===== src/rtl/mips_ctrl_pkg.sv =====
// Shared state encodings, opcode constants and control bus for the
// multicycle MIPS control unit.
package mips_ctrl_pkg;

    typedef enum logic [3:0] {
        S_FETCH    = 4'd0,
        S_DECODE   = 4'd1,
        S_MEMADR   = 4'd2,
        S_MEMREAD  = 4'd3,
        S_MEMWB    = 4'd4,
        S_MEMWRITE = 4'd5,
        S_EXECUTE  = 4'd6,
        S_ALUWB    = 4'd7,
        S_BRANCH   = 4'd8,
        S_ADDIEXEC = 4'd9,
        S_ADDIWB   = 4'd10,
        S_JUMP     = 4'd11
    } state_e;

    localparam int unsigned OP_RTYPE = 'h00;
    localparam int unsigned OP_J     = 'h02;
    localparam int unsigned OP_BEQ   = 'h04;
    localparam int unsigned OP_BNE   = 'h05;
    localparam int unsigned OP_ADDI  = 'h08;
    localparam int unsigned OP_LW    = 'h23;
    localparam int unsigned OP_SW    = 'h2B;

    typedef struct packed {
        logic       iord;
        logic       alusrca;
        logic       regdst;
        logic       memtoreg;
        logic       irwrite;
        logic       memwrite;
        logic       regwrite;
        logic [1:0] alusrcb;
        logic [1:0] aluop;
        logic [1:0] pcsrc;
        logic       pcwrite;
        logic       branch;
    } ctrl_t;

endpackage


===== src/rtl/control_output_decoder.sv =====
// Moore output decode: maps the current state onto the control bus.
// Unused encodings decode to an all-zero bus.
module control_output_decoder
    import mips_ctrl_pkg::*;
(
    input  logic [3:0] state_i,
    output ctrl_t      ctrl_o
);

    always_comb begin
        ctrl_o = '0;
        case (state_e'(state_i))
            S_FETCH: begin
                ctrl_o.irwrite = 1'b1;
                ctrl_o.alusrcb = 2'b01;
                ctrl_o.pcwrite = 1'b1;
            end
            S_DECODE: ctrl_o.alusrcb = 2'b11;
            S_MEMADR, S_ADDIEXEC: begin
                ctrl_o.alusrca = 1'b1;
                ctrl_o.alusrcb = 2'b10;
            end
            S_MEMREAD: ctrl_o.iord = 1'b1;
            S_MEMWRITE: begin
                ctrl_o.iord     = 1'b1;
                ctrl_o.memwrite = 1'b1;
            end
            S_MEMWB: begin
                ctrl_o.memtoreg = 1'b1;
                ctrl_o.regwrite = 1'b1;
            end
            S_ALUWB: begin
                ctrl_o.regdst   = 1'b1;
                ctrl_o.regwrite = 1'b1;
            end
            S_ADDIWB: ctrl_o.regwrite = 1'b1;
            S_EXECUTE: begin
                ctrl_o.alusrca = 1'b1;
                ctrl_o.aluop   = 2'b10;
            end
            S_BRANCH: begin
                ctrl_o.alusrca = 1'b1;
                ctrl_o.aluop   = 2'b01;
                ctrl_o.pcsrc   = 2'b01;
                ctrl_o.branch  = 1'b1;
            end
            S_JUMP: begin
                ctrl_o.pcsrc   = 2'b10;
                ctrl_o.pcwrite = 1'b1;
            end
            default: ctrl_o = '0;
        endcase
    end

endmodule


===== src/rtl/multicycle_control_unit.sv =====
// Multicycle MIPS control FSM (lw/sw/R/beq/addi/j).
// Define CTRL_BNE_EN to add bne through the BRANCH state.
module multicycle_control_unit
    import mips_ctrl_pkg::*;
#(
    parameter int OPCODE_LENGTH = 6
) (
    input  logic                     clk,
    input  logic                     reset,
    input  logic [OPCODE_LENGTH-1:0] Opcode,
    input  logic                     Zero,
    output logic                     IorD,
    output logic                     ALUSrcA,
    output logic                     RegDst,
    output logic                     MemtoReg,
    output logic                     IRWrite,
    output logic                     MemWrite,
    output logic                     RegWrite,
    output logic [1:0]               ALUSrcB,
    output logic [1:0]               ALUOp,
    output logic [1:0]               PCSrc,
    output logic                     PCEn,
    output logic                     Illegal_op
);

    state_e state_q, state_d, state_eff;
    ctrl_t  ctrl;
    logic   is_mem, is_r, is_beq, is_addi, is_j, is_bne;
    logic   is_legal, zero_eff;

    assign is_mem  = (Opcode == OPCODE_LENGTH'(OP_LW)) ||
                     (Opcode == OPCODE_LENGTH'(OP_SW));
    assign is_r    = (Opcode == OPCODE_LENGTH'(OP_RTYPE));
    assign is_beq  = (Opcode == OPCODE_LENGTH'(OP_BEQ));
    assign is_addi = (Opcode == OPCODE_LENGTH'(OP_ADDI));
    assign is_j    = (Opcode == OPCODE_LENGTH'(OP_J));

`ifdef CTRL_BNE_EN
    logic branch_ne_q, branch_ne_d;
    assign is_bne = (Opcode == OPCODE_LENGTH'(OP_BNE));
`else
    assign is_bne = 1'b0;
`endif

    assign is_legal = is_mem | is_r | is_beq | is_addi | is_j | is_bne;

    always_ff @(posedge clk) begin
        if (reset) begin
            state_q <= S_FETCH;
        end else begin
            state_q <= state_d;
        end
    end

`ifdef CTRL_BNE_EN
    always_ff @(posedge clk) begin
        if (reset) begin
            branch_ne_q <= 1'b0;
        end else begin
            branch_ne_q <= branch_ne_d;
        end
    end

    always_comb begin
        branch_ne_d = branch_ne_q;
        if (state_q == S_DECODE) begin
            branch_ne_d = is_bne;
        end
    end

    assign zero_eff = branch_ne_q ? ~Zero : Zero;
`else
    assign zero_eff = Zero;
`endif

    always_comb begin
        state_d = S_FETCH;
        case (state_q)
            S_FETCH: state_d = S_DECODE;
            S_DECODE: begin
                unique case (1'b1)
                    is_mem:  state_d = S_MEMADR;
                    is_r:    state_d = S_EXECUTE;
                    is_beq:  state_d = S_BRANCH;
                    is_bne:  state_d = S_BRANCH;
                    is_addi: state_d = S_ADDIEXEC;
                    is_j:    state_d = S_JUMP;
                    default: state_d = S_FETCH;
                endcase
            end
            // Anything but sw takes the harmless read path
            S_MEMADR: begin
                if (Opcode == OPCODE_LENGTH'(OP_SW)) begin
                    state_d = S_MEMWRITE;
                end else begin
                    state_d = S_MEMREAD;
                end
            end
            S_MEMREAD:  state_d = S_MEMWB;
            S_EXECUTE:  state_d = S_ALUWB;
            S_ADDIEXEC: state_d = S_ADDIWB;
            default:    state_d = S_FETCH;
        endcase
    end

    // Reset forces the FETCH decode so no write strobe leaks out
    assign state_eff = reset ? S_FETCH : state_q;

    control_output_decoder u_dec (
        .state_i (state_eff),
        .ctrl_o  (ctrl)
    );

    assign IorD       = ctrl.iord;
    assign ALUSrcA    = ctrl.alusrca;
    assign RegDst     = ctrl.regdst;
    assign MemtoReg   = ctrl.memtoreg;
    assign IRWrite    = ctrl.irwrite;
    assign MemWrite   = ctrl.memwrite;
    assign RegWrite   = ctrl.regwrite;
    assign ALUSrcB    = ctrl.alusrcb;
    assign ALUOp      = ctrl.aluop;
    assign PCSrc      = ctrl.pcsrc;
    assign PCEn       = ctrl.pcwrite | (ctrl.branch & zero_eff);
    assign Illegal_op = (state_eff == S_DECODE) && !is_legal;

endmodule


===== config.mk =====
export PLATFORM = sky130hd
export DESIGN_NAME = multicycle_control_unit
export DESIGN_NICKNAME = d
export VERILOG_FILES = /design/src/rtl/mips_ctrl_pkg.sv /design/src/rtl/control_output_decoder.sv /design/src/rtl/multicycle_control_unit.sv
export SDC_FILE = /design/constraint.sdc
export NUM_CORES = 1
export LEC_CHECK = 0
export CAP_MARGIN = 20
export CORE_AREA = 2 2 39 41
export CTS_CLUSTER_DIAMETER = 100
export DETAILED_ROUTE_END_ITERATION = 6
export DIE_AREA = 0 0 41 43
export PLACE_DENSITY = 0.89
export RECOVER_POWER = 100
export REMOVE_ABC_BUFFERS = 1
export SLEW_MARGIN = 20
export SYNTH_ARGS = -nofsm -noshare
export SYNTH_HDL_FRONTEND = slang
export SYNTH_HIERARCHICAL = 1
export SYNTH_SLANG_ARGS = --single-unit

===== constraint.sdc =====
create_clock -name clk -period 5.3 [get_ports clk]
set_clock_uncertainty 0.2 [all_clocks]
set_input_delay 1.06 -clock clk [delete_from_list [all_inputs] [get_ports clk]]
set_output_delay 1.06 -clock clk [all_outputs]
set_load 0.1 [all_outputs]

# [Word-level counts from Yosys, hierarchy flattened]
# Cells that the tools add are included.
[word_totals] elab_cells=55 reg_bits=4 output_inout_bits=15
[classes] n_bitwise=6 n_reduce_logical=11 n_mux=16 n_eq_ne=21
[ops] op="case mux 4 bit (6 select lines)" n=1
[ops] op="equality test 4 x 3 -> 1 bit (second input constant)" n=5
[ops] op="equality test 4 bit (second input constant)" n=5
[ops] op="case mux 4 bit (5 select lines)" n=1
[ops] op="equality test 4 x 2 -> 1 bit (second input constant)" n=4
[ops] op="equality test 6 bit (second input constant)" n=2
[ops] op="two-way mux 1 bit" n=9
[ops] op="equality test 4 x 1 -> 1 bit (second input constant)" n=2
[ops] op="zero test 4 bit" n=2
[ops] op="case mux 2 bit (2 select lines)" n=2
[ops] op="equality test 6 x 2 -> 1 bit (second input constant)" n=1
[ops] op="equality test 6 x 3 -> 1 bit (second input constant)" n=1
[ops] op="equality test 6 x 4 -> 1 bit (second input constant)" n=1
[ops] op="zero test 6 bit" n=1
[ops] op="case mux 2 bit (3 select lines)" n=1
[ops] op="OR reduction 2 bit" n=3
[ops] op="bitwise OR 1 bit" n=5
[ops] op="two-way mux 4 bit" n=1
[ops] op="OR reduction 4 bit" n=1
[ops] op="two-way mux 3 bit" n=1
[ops] op="OR reduction 3 bit" n=1
[ops] op="bitwise AND 1 bit" n=1
[ops] op="logical AND 1 bit" n=1
[ops] op="zero test 1 bit" n=1
[ops] op="logical OR 1 bit" n=1

# [Longest topological paths before layout]
# Gate-level depths: netlist (run 1).
[depth] ltp_word=8 depth_mapped=6 ltp_nobuf=5

# [Cells and area by module]
# Netlist (run 1), hierarchy kept.
[by_module_without_submodules] module="multicycle_control_unit" area_per_inst_um2=334.1 cells_each=44 instances=1
[by_module_without_submodules] module="control_output_decoder" area_per_inst_um2=191.4 cells_each=30 instances=1

# [Least setup slack after synthesis (run 1)]
# No wires, ideal clock.
[synth_timing] path_kind="in2out" from="input port Opcode[3]" to="output port Illegal_op" stages=5 n_path_buf=1 t_arrival_ns=4.699 path_slack_ns=-0.659 required_ns=4.040 cell_sequence="clkbuf_1 -> maj3_1 -> o32a_1 -> nor2_1 -> nor4b_1"
[synth_between] elab_chain_cells=8 elab_cells_between_ends=13 cone_classes="eq/ne (5); bitwise (4); reduce/logical (4)"
[synth_lines] element="from (decl)" line_no="multicycle_control_unit.sv:10" source="input logic [OPCODE_LENGTH-1:0] Opcode,"
[synth_lines] element="equality test 6 bit (on tied branches)" line_no="multicycle_control_unit.sv:31, multicycle_control_unit.sv:32"
[synth_lines] element="logical OR 1 bit" line_no="multicycle_control_unit.sv:31" source="assign is_mem = (Opcode == OPCODE_LENGTH'(OP_LW)) ||"
[synth_lines] element="bitwise OR 1 bit (3 in a row)" line_no="multicycle_control_unit.sv:45" source="assign is_legal = is_mem | is_r | is_beq | is_addi | is_j | is_bne;"
[synth_lines] element="bitwise OR 1 bit *" line_no="multicycle_control_unit.sv:45"
[synth_lines] element="zero test 1 bit *" line_no="multicycle_control_unit.sv:125" source="assign Illegal_op = (state_eff == S_DECODE) && !is_legal;"
[synth_lines] element="logical AND 1 bit *" line_no="multicycle_control_unit.sv:125"
[synth_lines] element="to (decl)" line_no="multicycle_control_unit.sv:23" source="output logic Illegal_op"
# Mark *: on every way between the ends. The rest lies on a longest branch, timed or not.

# [Worst setup path after layout (run 1)]
[layout_timing] from="input port reset" to="output port PCSrc[0]"
[layout_between] elab_chain_cells=3 elab_cells_between_ends=4 cone_classes="eq/ne (2); mux (2)"
[layout_lines] element="from (decl)" line_no="multicycle_control_unit.sv:9" source="input logic reset,"
[layout_lines] element="two-way mux 4 bit *" line_no="multicycle_control_unit.sv:107" source="assign state_eff = reset ? S_FETCH : state_q;"
[layout_lines] element="via state_eff[3]" line_no="multicycle_control_unit.sv:26" source="state_e state_q, state_d, state_eff;"
[layout_lines] element="equality test 4 bit" line_no="control_output_decoder.sv:12" source="case (state_e'(state_i))"
[layout_lines] element="case mux 2 bit (2 select lines) *" line_no="control_output_decoder.sv:12"
[layout_lines] element="to (decl)" line_no="multicycle_control_unit.sv:21" source="output logic [1:0] PCSrc,"
# Mark *: on every way through the listed nets, which the timed path passes. The rest lies on a longest branch.

==> flow_summary.ini, run 1 <==
[placement]
routabilityCongestion = 0.7727
dp_slack_ns = 0.9023
io_buffers = 23
dpl.hpwl_um = 965.5
dpl.cell_count = 107

[yosys]
synth_area_leaders = dfxtp_1 (15%), nand2b_1 (7.1%), nor3_1 (5.7%)
async_flop_share_pct = 0
synth_top_area_cell = dfxtp_1
syn_avg_cell_area_um2 = 7.101
synth_top_area_share_pct = 15.24
synth_ff_type = dfxtp_1
ys_seq_area_share_pct = 15.24
yosys.cell_count.top_type = nor2_1
yosys_warnings = 6
synth_area_um2 = 525.5
synthCells = 74
synth_commonest_cells = nor2_1 (7), nand2b_1 (6), nor3_1 (6)
synth_seq_cells = 4
synth_edf_count = 0
yosysUniqueCellTypes = 36

[grt]
overflow = 0
antenna_found_initial = 0
grt_usage_pct = 14.67
grt_pass1_vias = 463
grt_pass1_wl_um = 1807
grt_max_degree = 15

[worst_setup_path]
crit_arrival_ns = 3.45
crit_chain = dlygate4sd3_1 > nor2b_1 > nand2b_1 > nor3_1 > clkbuf_1
end_kind = primary output
cp_slowest_cell = clkbuf_1
start_kind = primary input
worstSetupPathType = primary input to primary output
worst-path-max-fanout = 10
crit_path_max_incr_delay_ns = 0.88
critPathRequiredTime_ns = 4.04
r2r_slack_ns = 3.93

[detailed_routing]
drt_wl_total_um = 1202
ant_nets = 0
drtIter0Drc = 4
via_count = 605
route.detailed.drc = 0
drtPass1Iterations = 5
via_per_inst = 5.500
wl_per_cell_um = 10.93

[sta]
period_needed_ns = 4.714
max_freq_ghz = 0.2121
finalSetupViolCount = 0
fin_crit_sh_pct = 88.95
setup_slack_ns = 0.5857
rsz0062_at_grt = no
worst_pin_slew_ns = 1.178
finalHoldViolCount = 0
slew_headroom_pct = 21.82
slew_violations = 0

[outcome]
outcome = completed

[flow_run]
cap_viol_max_count = 0

[finish]
largest_reg_flops = 4
top_register = state_q
diodes = 0
nNetsFinal = 105
syn_to_final_growth_pct = 31.43
top_regs = state_q: 4 flops
drive_above_1_share_pct = 18.09
stdcell_count = 110

[power_and_ir_drop]
netSwitchingFraction_pct = 38.58
p_int_uw = 71.06
p_seq_share_pct = 28.3
p_sw_uw = 44.63
pwr-share-clk_pct = 31.6
pwr-share-comb_pct = 40.1
vdd_ir_drop_max_v = 0.0001958
p_leak_uw = 0.0002674
power_density_mw_per_mm2 = 167.5
p_total_uw = 115.7

[clock_tree]
path_clk_slew_ns = 0.04
cts_buffers = 3
worst_skew_pair.late_latency_ns = 0.23
clockBufferDepth = 2
root_buffer = clkbuf_4
cts_tree = yes
cts_resized = 0
cts_setup_buffers = 0
clock_sink_count = 4
ctsHoldBuffers = 0
htree_levels = 1

[floorplan]
initial_core_util_pct = 37.97
rows = 14
dieArea_mm2 = 0.001763
chipHeight_um = 43
die_x_um = 41
coreArea_mm2 = 0.001384
io_pins = 24

[min_path]
worstHoldPathType = flip-flop to flip-flop
-- routing by layer --
metal	track usage [%]	vias to the layer above	wire, um
li1	-	319	-
met1	15.48	259	529
met2	25.94	27	555
met3	6.283	0	117
met4	2.000	0	0
met5	0	-	0
-- logic make-up after synthesis --
group	synth area share [%]
buffers and inverters	9.760
adders and majority gates	1.905
and+or+nand+nor	44.76
DFF	15.24
xor gates and xnor gates	3.334
AOI/OAI and AO/OA	25.00
-- final timing paths --
check | cells after the start | from | to
max | 5 | reset | PCSrc[0]
min | 1 | state_q[2] | state_q[3]
max reg2reg | 4 | state_q[0] | state_q[2]
min reg2reg | 1 | state_q[2] | state_q[3]
-- power by group through the flow --
| stage | combinational [uW] | sequential, uW | clock [uW] |
|---|---|---|---|
| 2_1_floorplan | 33.2 | 32.7 | 0 |
| 4_1_cts | 48.2 | 32.7 | 37.8 |
| 3_5_place_dp | 48.2 | 33.2 | 0 |
| 6_report | 46.4 | 32.8 | 36.5 |
| 5_1_grt | 49.7 | 33.0 | 42.0 |
| 3_3_place_gp | 47.6 | 33.2 | 0 |
-- final cells by class --
type                            instances  area (um^2)
Inverter                                3        11.26
Clock buffer                            3        22.52
Sequential cell                         4        80.08
Timing Repair Buffer                   23        162.7
Tap cell                               16        20.02
Fill cell                             146        693.2
Multi-Input combinational cell         61        394.1
-- placed cells by master, fill, tap and decap left out, types with 4 or more instances in the layout --
master           n
nor2_1           7
nand2b_1         6
nor3_1           6
clkbuf_2         6
a21oi_1          5
clkdlybuf4s50_1  5
buf_4            5
o21ai_0          4
clkbuf_1         4
dfxtp_1          4
-- per-stage QoR --
| stage | instance area (um^2) | TNS (ns) | hold WS [ns] | util (%) |
|---|---|---|---|---|
| 2_1_floorplan | 485.5 | -1.032 | 0.3131 | - |
| 3_3_place_gp | 698.2 | 0 | 0.3653 | 50.45 |
| 3_5_place_dp | 698.2 | 0 | 0.3660 | 50.45 |
| 4_1_cts | 720.7 | 0 | 0.3691 | 52.08 |
| 5_1_grt | 690.7 | 0 | 0.4016 | 49.91 |
| 6_report | 690.7 | 0 | 0.3678 | 49.91 |
-- worst max-delay path: cells and delay by family --
family	cells	cell delay (ns)
simple gates	3	0.87
buf+inv	2	1.52
(Power assumes the default switching activity.)
==> run 2, diff against run 1 <==
--- a/config.mk
+++ b/config.mk
@@ -5,12 +5,12 @@
 export SDC_FILE = /design/constraint.sdc
 export NUM_CORES = 1
 export LEC_CHECK = 0
-export CAP_MARGIN = 20
 export CORE_AREA = 2 2 39 41
 export CTS_CLUSTER_DIAMETER = 100
 export DETAILED_ROUTE_END_ITERATION = 6
 export DIE_AREA = 0 0 41 43
-export PLACE_DENSITY = 0.89
+export GPL_ROUTABILITY_DRIVEN = 0
+export PLACE_DENSITY = 0.77
 export RECOVER_POWER = 100
 export REMOVE_ABC_BUFFERS = 1
 export SLEW_MARGIN = 20
==> run 2 against run 1 <==
  * Die area stayed put
  * Via count fell by 1.5%
  * Sequential power hardly changed
  * Maximum frequency down 0.47%
  * Register-to-register slack about the same
  * Utilization shrank 0.18 points
  * Final cell count did not move
  * Critical path depth did not move
  * Non-clock buffer count is the same
  * Clock-buffer cell count stayed put
  * Total power grew 0.14%
  * Sequential share of layout area hardly changed
  * Critical path type unchanged
  * Critical endpoint is now PCSrc[1]
  * Largest cell class unchanged
  * Largest power group unchanged
==> flow_summary.ini, run 2 (synthesis gave the netlist of run 1 again) <==
[outcome]
outcome = completed

[power_and_ir_drop]
p_leak_uw = 0.0002667
power_density_mw_per_mm2 = 168.3
p_total_uw = 115.8
vdd_ir_drop_max_v = 0.0001968

[min_path]
worstHoldPathType = flip-flop to flip-flop
hold_start = state_q[1]
holdPathStages = 2
min_delay_worst_endpoint = state_q[2]

[floorplan]
rows = 14
chipHeight_um = 43
dieArea_mm2 = 0.001763
io_pins = 24
initial_core_util_pct = 37.97
coreArea_mm2 = 0.001384
die_x_um = 41

[clock_tree]
htree_levels = 1
ctsHoldBuffers = 0
clockBufferDepth = 2
cts_resized = 0
cts_tree = yes
clock_sink_count = 4
root_buffer = clkbuf_4
cts_buffers = 3
worst_skew_pair.late_latency_ns = 0.23
path_clk_slew_ns = 0.03
cts_setup_buffers = 0

[worst_setup_path]
r2r_slack_ns = 3.92
reg2reg_to = state_q[2]
worstSetupPathType = primary input to primary output
cp_slowest_cell = clkbuf_1
crit_chain = dlygate4sd3_1 > nor2b_1 > nand2_1 > nor2_1 > clkbuf_1
crit_path_max_incr_delay_ns = 0.87
r2r_start = state_q[0]
start_kind = primary input
critPathRequiredTime_ns = 4.04
worst-path-max-fanout = 14
critPathBufInv = 2
crit_family = buffers and inverters
end_kind = primary output
crit_arrival_ns = 3.48
worstRegToRegCells = 4

[grt]
grt_pass1_vias = 461
grt_max_degree = 15
antenna_found_initial = 0
grt_pass1_wl_um = 1897
grt_usage_pct = 15.16
overflow = 0

[detailed_routing]
route.detailed.drc = 0
via_per_inst = 5.418
via_count = 596
drtIter0Drc = 1
top_layer = met3
drt_wl_total_um = 1232
wl_per_cell_um = 11.20
wirelength_met1_um = 540
met3WireLength_um = 117
drtPass1Iterations = 4
dr_wl_met2_um = 573
ant_nets = 0

[finish]
diodes = 0
largest_reg_flops = 4
final_cell_mix = nor2_1 (7), clkbuf_2 (7), nand2b_1 (6), nor3_1 (6)
fin_area_um2 = 688.2
top_regs = state_q: 4 flops
syn_to_final_growth_pct = 30.95
fillers = 140
drive_above_1_share_pct = 18.09
nNetsFinal = 105
top_register = state_q
stdcell_count = 110
utilization_pct = 49.73

[sta]
rsz0062_at_grt = no
period_needed_ns = 4.736
max_freq_ghz = 0.2111
slew_headroom_pct = 22.35
finalHoldViolCount = 0
fin_crit_sh_pct = 89.37
slew_violations = 0
finalSetupViolCount = 0
tns_ns = 0
worst_pin_slew_ns = 1.170

[flow_run]
cap_viol_max_count = 0

[placement]
io_buffers = 23
place_area_um2 = 698.2
dpl.cell_count = 107
dpl.hpwl_um = 969.5
run 2: worst min-delay path: stages (launching register included):
cell,delay (ns)
dfxtp_1,0.34
a21oi_1,0.13
nor3_1,0.06
run 2: how the worst max path moves through the flow:
stage / startpoint / endpoint / depth (start not counted)
detailed placement: reset / ALUSrcB[1] / 5
CTS: reset / ALUSrcB[1] / 5
global route: reset / PCSrc[1] / 5
floorplan: reset / PCEn / 4
finish: reset / PCSrc[1] / 5
global placement: reset / ALUSrcB[1] / 5
run 2: layout make-up:
class                   count  area [um^2]  area share, %
clock buffers               3        22.52          3.273
inverters                   3        11.26          1.636
repair buffers             23        160.2          23.27
multi-input cells          61        394.1          57.27
flip-flops and latches      4        80.08          11.64
well taps                  16        20.02          2.909
run 2: layer usage:
layer	vias to the layer above	GRT usage, %
met2	27	25.00
met5	-	0
met3	0	6.283
met4	0	0
li1	316	-
met1	253	18.97
run 2: stage by stage:
step                worst slack [ns]  hold WS, ns
floorplan                    -0.5343       0.3131
global placement              0.9859       0.3741
detailed placement            0.8849       0.3754
CTS                           0.8819       0.3814
global route                  0.4382       0.3976
finish                        0.5635       0.3748
run 2: where the power goes:
part | internal (uW) | switching, uW
clock | 25.3 | 11.6
sequential | 31.2 | 1.58
combinational | 14.2 | 32.0
total | 70.6 | 45.2
